$ cat config.mk
export PLATFORM = sky130hd
export DESIGN_NAME = fw_axil_master
export DESIGN_NICKNAME = d
export VERILOG_FILES = /design/src/rtl/fw_axil_master.sv
export SDC_FILE = /design/constraint.sdc
export NUM_CORES = 1
export LEC_CHECK = 0
export ABC_AREA = 1
export CAP_MARGIN = 20
export CORE_MARGIN = 5
export CORE_UTILIZATION = 40
export CTS_BUF_LIST = sky130_fd_sc_hd__clkbuf_4
export DETAILED_ROUTE_END_ITERATION = 7
export PLACE_DENSITY_LB_ADDON = 0.15
export SLEW_MARGIN = 10
export SYNTH_ARGS = -nofsm -noshare
export SYNTH_HDL_FRONTEND = slang
export SYNTH_SLANG_ARGS = --single-unit
$ cat constraint.sdc
create_clock -name i_clk -period 1.7 [get_ports i_clk]
set_clock_uncertainty 0.1 [all_clocks]
set_input_delay 0.17 -clock i_clk [delete_from_list [all_inputs] [get_ports i_clk]]
set_output_delay 0.17 -clock i_clk [all_outputs]
set_load 0.005 [all_outputs]
$ cat src/rtl/fw_axil_master.sv
// Single-outstanding AXI-Lite master: turns a simple command/response port into
// AW+W/B or AR/R transactions, presenting each channel's valid without waiting for ready.
module fw_axil_master #(
    parameter int G_ADDR_W = 5,
    parameter int G_DATA_W = 32
) (
    input  logic                  i_clk,
    input  logic                  aresetn,
    input  logic                  i_cmd_valid,
    output logic                  o_cmd_ready,
    input  logic                  i_cmd_we,
    input  logic [G_ADDR_W-1:0]   i_cmd_addr,
    input  logic [G_DATA_W-1:0]   i_cmd_wdata,
    input  logic [G_DATA_W/8-1:0] i_cmd_wstrb,
    output logic                  o_rsp_valid,
    output logic [G_DATA_W-1:0]   o_rsp_data,
    output logic [1:0]            o_rsp_resp,
    output logic                  m_axil_awvalid,
    input  logic                  m_axil_awready,
    output logic [G_ADDR_W-1:0]   m_axil_awaddr,
    output logic                  m_axil_wvalid,
    input  logic                  m_axil_wready,
    output logic [G_DATA_W-1:0]   m_axil_wdata,
    output logic [G_DATA_W/8-1:0] m_axil_wstrb,
    input  logic                  m_axil_bvalid,
    output logic                  m_axil_bready,
    input  logic [1:0]            m_axil_bresp,
    output logic                  m_axil_arvalid,
    input  logic                  m_axil_arready,
    output logic [G_ADDR_W-1:0]   m_axil_araddr,
    input  logic                  m_axil_rvalid,
    output logic                  m_axil_rready,
    input  logic [G_DATA_W-1:0]   m_axil_rdata,
    input  logic [1:0]            m_axil_rresp
);

    typedef enum logic [2:0] {IDLE, WRITE, WRESP, RADDR, RDATA} state_t;

    state_t                  state;
    logic [G_ADDR_W-1:0]     addr_q;
    logic [G_DATA_W-1:0]     wdata_q;
    logic [G_DATA_W/8-1:0]   wstrb_q;
    logic                    aw_done;
    logic                    w_done;

    assign o_cmd_ready   = (state == IDLE) && aresetn;
    assign m_axil_awaddr = addr_q;
    assign m_axil_araddr = addr_q;
    assign m_axil_wdata  = wdata_q;
    assign m_axil_wstrb  = wstrb_q;

    // A channel counts as done once its valid has dropped or handshakes this edge.
    assign aw_done = !m_axil_awvalid || m_axil_awready;
    assign w_done  = !m_axil_wvalid  || m_axil_wready;

    always_ff @(posedge i_clk) begin
        if (!aresetn) begin
            state          <= IDLE;
            addr_q         <= '0;
            wdata_q        <= '0;
            wstrb_q        <= '0;
            m_axil_awvalid <= 1'b0;
            m_axil_wvalid  <= 1'b0;
            m_axil_bready  <= 1'b0;
            m_axil_arvalid <= 1'b0;
            m_axil_rready  <= 1'b0;
            o_rsp_valid    <= 1'b0;
            o_rsp_data     <= '0;
            o_rsp_resp     <= '0;
        end else begin
            o_rsp_valid <= 1'b0;
            case (state)
                IDLE: begin
                    if (i_cmd_valid) begin
                        addr_q  <= i_cmd_addr;
                        wdata_q <= i_cmd_wdata;
                        wstrb_q <= i_cmd_wstrb;
                        if (i_cmd_we) begin
                            m_axil_awvalid <= 1'b1;
                            m_axil_wvalid  <= 1'b1;
                            state          <= WRITE;
                        end else begin
                            m_axil_arvalid <= 1'b1;
                            state          <= RADDR;
                        end
                    end
                end
                WRITE: begin
                    if (m_axil_awvalid && m_axil_awready) m_axil_awvalid <= 1'b0;
                    if (m_axil_wvalid && m_axil_wready)   m_axil_wvalid  <= 1'b0;
                    if (aw_done && w_done) begin
                        m_axil_bready <= 1'b1;
                        state         <= WRESP;
                    end
                end
                WRESP: begin
                    if (m_axil_bvalid) begin
                        o_rsp_valid   <= 1'b1;
                        o_rsp_data    <= '0;
                        o_rsp_resp    <= m_axil_bresp;
                        m_axil_bready <= 1'b0;
                        state         <= IDLE;
                    end
                end
                RADDR: begin
                    if (m_axil_arready) begin
                        m_axil_arvalid <= 1'b0;
                        m_axil_rready  <= 1'b1;
                        state          <= RDATA;
                    end
                end
                RDATA: begin
                    if (m_axil_rvalid) begin
                        o_rsp_valid   <= 1'b1;
                        o_rsp_data    <= m_axil_rdata;
                        o_rsp_resp    <= m_axil_rresp;
                        m_axil_rready <= 1'b0;
                        state         <= IDLE;
                    end
                end
                default: state <= IDLE;
            endcase
        end
    end

endmodule

# Word level (Yosys, flattened, before mapping)
# Index checks and enable logic that the tools add are counted.
[word_totals] ff_bits=84 latchBits=0 ramBits=0 romBits=0 in_bits=86 out_inout_bits=87 wordCells=79 mem_count=0
[op_classes] addsub=0 multipliers=0 div_mod_pow=0 magnitude_cmp=0 n_eq_ne=13 n_shift=0 mux=32 n_bitwise=0 reduce_logical=22
[ops] op="two-way mux 32 bit" count=2
[ops] op="case mux 32 bit (2 select lines)" count=1
[ops] op="!= test 2 bit, second input constant" count=9
[ops] op="two-way mux 3 bit" count=5
[ops] op="case mux 3 bit (5 select lines)" count=1
[ops] op="two-way mux 1 bit" count=13
[ops] op="case mux 1 bit (2 select lines)" count=6
[ops] op="AND reduction 4 bit" count=3
[ops] op="nonzero test 2 bit" count=5
[ops] op="AND reduction 3 bit" count=3
[ops] op="equality test 3 x 2 -> 1 bit, second input constant" count=2
[ops] op="two-way mux 2 bit" count=3
[ops] op="AND reduction 5 bit" count=1
[ops] op="logical AND 1 bit" count=4
[ops] op="case mux 2 bit (2 select lines)" count=1
[ops] op="equality test 3 x 1 -> 1 bit, second input constant" count=1
[ops] op="equality test 3 bit, second input constant" count=1
[ops] op="zero test 3 bit" count=1
[ops] op="zero test 1 bit" count=2
[ops] op="logical OR 1 bit" count=2
[ops] op="AND reduction 2 bit" count=1

# Longest topological paths before layout
[logic_depth] ltp_word=5 depth_mapped=10 depth_no_buf=9

# Worst setup path before layout
# Ideal clock, no wire load.
[synth_timing] path_kind="reg2reg" start="reg state[2]" end="reg wdata_q[10], in the netlist m_axil_wdata[10]" setup_time_ns=0.116 arrival_ns=1.107 required_time_ns=1.484 path_slack_ns=0.377 stages_incl_launch_ff=11 path_buffers=2 period_less_slack_ns=1.323 cell_sequence="dfxtp_1 > buf_6 > clkinv_4 > nand2_2 > nor2_2 > inv_2 > nor2_8 > inv_2 > buf_6 > nor2_1 > nor2_1"
[synth_between] elab_chain_cells=2
[synth_lines] element="from (decl)" line_no="39" source="state_t state;"
[synth_lines] element="from (signal assigned)" line_no="58" source="state <= IDLE;"
[synth_lines] element="from (signal assigned)" line_no="81" source="state <= WRITE;"
[synth_lines] element="from (signal assigned)" line_no="84" source="state <= RADDR;"
[synth_lines] element="zero test 3 bit" line_no="72" source="case (state)"
[synth_lines] element="AND reduction 2 bit (no line)"
[synth_lines] element="to (signal assigned)" line_no="76" source="wdata_q <= i_cmd_wdata;"
[synth_lines] element="to (decl)" line_no="41" source="logic [G_DATA_W-1:0] wdata_q;"
# No other way between the ends.
# A chain may end at the register's enable or synchronous reset.

# Worst setup path after layout
[layout_timing] start="reg state[2]" end="out o_cmd_ready"
[layout_between] elab_chain_cells=2
[layout_lines] element="zero test 3 bit" line_no="46" source="assign o_cmd_ready = (state == IDLE) && aresetn;"
[layout_lines] element="logical AND 1 bit" line_no="46"
[layout_lines] element="to (decl)" line_no="10" source="output logic o_cmd_ready,"
# No other way between the ends.

==> impl_metrics.yaml <==
run_status:
  run_status: "finished, final reports clean"
place:
  io_buffer_count: 172
  place_congestion: 0.785
  dp_hpwl_mm: 6.88
synth:
  synthCells: 404
  sequential_area_share_after_synthesis_pct: 53.3
  ys_ff_latch: 84
  synth.avg_cell_area_um2: 7.81
  syn_nets: 490
  syn-cell-area_mm2: 0.00316
  netlist-cell-type-count: 22
  synthesis.yosys.warnings: 0
power:
  max_vdd_drop_mv: 0.485
  power_per_cell_area_mw_per_mm2: 926
  proportion_of_power_drawn_by_combinational_gates_pct: 24.5
  switching_share_pct: 27.4
  p_seq_share_pct: 47.7
  total_leakage_power_nw: 1.98
  clock_power_share_pct: 27.8
  totalPowerFinal_mw: 4.69
  cell_int_power_mw: 3.41
  p_sw_mw: 1.29
grt:
  wire_length_of_the_first_global_routing_pass_mm: 15.0
  global_route.usage.total_pct: 18.8
  antenna_found_initial: 0
  grt_pass1_vias: 3211
  grt-ovfl-total: 0
  grt_start_max_net_pins: 47
critical_path:
  crit_cells: 6
  worst-setup-path-type: "flip-flop to primary output"
  r2r.worst_path.cells: 6
  timing.critical_path.arrival_ns: 1.37
  crit_buf_inv: 3
  cp_data_required_time_ns: 1.43
  r2r_setup_slk_ns: 0.18
  crit_family: "flip-flops"
  crit_path_start_kind: "flip-flop"
  peak_per_stage_delay_on_the_critical_path_ns: 0.36
  worstSetupEndpointType: "primary output"
  path_cells: "clkinv_4 > nand2_2 > nor2_4 > inv_4 > nor2_2 > clkdlybuf4s15_2"
  critical_path.slowest_cell: "sky130_fd_sc_hd__dfxtp_2"
  worstPathMaxFanout: 3
floorplanning:
  design.die.area_mm2: 0.00977
  die_h_um: 98.8
  top_level_ports: 173
  design.core.area_mm2: 0.00769
  fp.dieW_um: 98.8
  rows: 32
  initial_core_util_pct: 41.0
cts:
  clk_path_buf_depth: 2
  cts.repair.resized: 4
  holdBufCountCts: 0
  worst_skew_pair.late_latency_ns: 0.41
  cts.root.buffer_cell: "sky130_fd_sc_hd__clkbuf_4"
  htreeDepth: 3
  post-cts-setup-buffer-count: 0
  worst_setup_hold_path_clk_slew_ns: 0.14
  clock_sinks: 84
  tritoncts.num_buffers: 9
  clock_tree_from_tritoncts: "yes"
layout:
  insertedDiodeCount: 0
  syn_to_final_growth_pct: 60.5
  finish.utilization_pct: 65.9
  design.final.nets: 654
  final_layout_size_suffix_gt1_share_pct: 6.98
drt:
  routedWlPerCell_um: 13.8
  routed-via-count: 3175
  postRouteAntennaNets: 0
  route.final.wire_length_mm: 9.32
  starting_drc_count_in_detailed_routing: 107
  post-route-drc-count: 0
  viasPerCell: 4.70
  detailedRoute.firstPassIterationCount: 4
flow_run:
  drv_cap: 0
timing:
  hold_violations: 0
  finalHoldWorstSlack_ns: 0.190
  finalSetupViolations: 0
  tightest_slew_ns: 0.408
  timing.slew.headroom_pct: 72.8
  layout_worst_path_cycle_share_pct: 96.4
  tns_ns: 0
  min_period_ns: 1.64
  max_clock_freq_ghz: 0.610
  final_max_slew_viol_count: 0
  rsz0062_at_grt: "yes"
min_path:
  min_delay_path_depth: 3
  timing.hold.worst.class: "primary input to flip-flop"
==> cells by family (layout without fill, tap and decap cells) <==
logic type	Yosys count	in the layout	synth area share [%]
AND/OR/NAND/NOR	191	191	24.3
buffers and inverters	44	213	8.56
AO/OA/AOI/OAI	85	85	13.8
flip-flops	84	84	53.3
==> path summary, 6_finish.rpt <==
check | end | from
worst max-delay path | o_cmd_ready | state[2]$_SDFFE_PN0P_
worst min-delay path | o_rsp_data[3]$_SDFFE_PN0P_ | m_axil_rdata[3]
worst max register to register | o_rsp_data[21]$_SDFFE_PN0P_ | state[0]$_SDFFE_PN0P_
worst min register to register | o_rsp_data[9]$_SDFFE_PN0P_ | o_rsp_data[9]$_SDFFE_PN0P_
==> sequential cells by signal, indices dropped and copies added, names as in the netlist, 2 cells and up <==
register	cells
o_rsp_data	32
o_rsp_resp	2
state	3
m_axil_wstrb	4
m_axil_wdata	32
m_axil_araddr	5
==> power by group through the flow <==
stage	clock (mW)	combinational, mW	sequential (mW)
after global placement	0	1.14	2.27
after floorplan	0	0.488	2.29
after detailed placement	0	1.15	2.28
after CTS	1.34	1.16	2.24
after global routing	1.43	1.27	2.26
final	1.30	1.15	2.24
==> tightest hold or removal path, cell delays in order <==
cell and delay (ns):
sky130_fd_sc_hd__clkdlybuf4s50_1 0.39, sky130_fd_sc_hd__nand2_1 0.06, sky130_fd_sc_hd__a21oi_1 0.05
==> stage by stage <==
stage | worst slack [ns] | cells | instance area (um^2)
after global routing | -0.0502 | 675 | 5060
after detailed placement | 0.00722 | 659 | 4880
after global placement | 0.0252 | 659 | 4880
after CTS | 0.00218 | 675 | 5050
after floorplan | 0.377 | 404 | 3160
final | 0.0618 | 675 | 5060
==> synthesized netlist by cell type <==
cell                       number  share of area, %
sky130_fd_sc_hd__nand2_2        2              0.40
sky130_fd_sc_hd__o211a_1        2              0.63
sky130_fd_sc_hd__buf_6          8               2.9
sky130_fd_sc_hd__o21ai_1        7               1.1
sky130_fd_sc_hd__nor2_1        91                11
sky130_fd_sc_hd__nand3_2        1              0.32
sky130_fd_sc_hd__buf_2          2              0.32
sky130_fd_sc_hd__inv_1         10               1.2
sky130_fd_sc_hd__inv_2          4              0.48
sky130_fd_sc_hd__nand3_1       11               1.7
sky130_fd_sc_hd__buf_4          9               2.1
sky130_fd_sc_hd__nor2_2         2              0.40
sky130_fd_sc_hd__nand3b_1       1              0.24
sky130_fd_sc_hd__clkbuf_1       9               1.1
sky130_fd_sc_hd__nor2_8         1              0.63
sky130_fd_sc_hd__o22ai_1        1              0.20
sky130_fd_sc_hd__clkinv_4       1              0.28
sky130_fd_sc_hd__clkbuf_4       1              0.24
sky130_fd_sc_hd__o21ai_0       36               5.7
sky130_fd_sc_hd__a21oi_1       39               6.2
sky130_fd_sc_hd__nand2_1       82               9.8
sky130_fd_sc_hd__dfxtp_1       84                53
==> layout make-up <==
class | count | area, um^2
fillers | 687 | 2620
repair buffers | 182 | 1810
flip-flops and latches | 84 | 1680
multi-input cells | 276 | 1210
well taps | 102 | 128
clock inverters | 6 | 88.8
clock buffers | 10 | 75.1
inverters | 15 | 66.3
==> layer usage <==
metal / routed length [um] / global-route usage [%] / part of all wire [%] / up-vias
met3: 960 / 8.35 / 10 / 9
li1: - / - / - / 1614
met2: 4350 / 30.1 / 47 / 119
met1: 3910 / 22.2 / 42 / 1433
met4: 99 / 6.83 / 1.1 / 0
met5: 0 / 0 / 0 / -
==> cell usage in the layout, fill, tap and decap left out, types with 2 or more instances in the layout <==
cell	netlist	final
sky130_fd_sc_hd__inv_2	4	2
sky130_fd_sc_hd__nand3_1	11	11
sky130_fd_sc_hd__inv_1	10	10
sky130_fd_sc_hd__nor2_1	91	90
sky130_fd_sc_hd__clkinvlp_4	0	2
sky130_fd_sc_hd__inv_4	0	2
sky130_fd_sc_hd__clkinv_4	1	2
sky130_fd_sc_hd__clkdlybuf4s50_1	0	170
sky130_fd_sc_hd__dfxtp_1	84	83
sky130_fd_sc_hd__o211a_1	2	2
sky130_fd_sc_hd__o21ai_1	7	7
sky130_fd_sc_hd__clkbuf_4	1	10
sky130_fd_sc_hd__nand2_2	2	2
sky130_fd_sc_hd__buf_4	9	9
sky130_fd_sc_hd__a21oi_1	39	39
sky130_fd_sc_hd__o21ai_0	36	36
sky130_fd_sc_hd__nor2_2	2	2
sky130_fd_sc_hd__nand2_1	82	82
sky130_fd_sc_hd__bufinv_16	0	2
No activity file was read; power rests on OpenSTA's default activity.
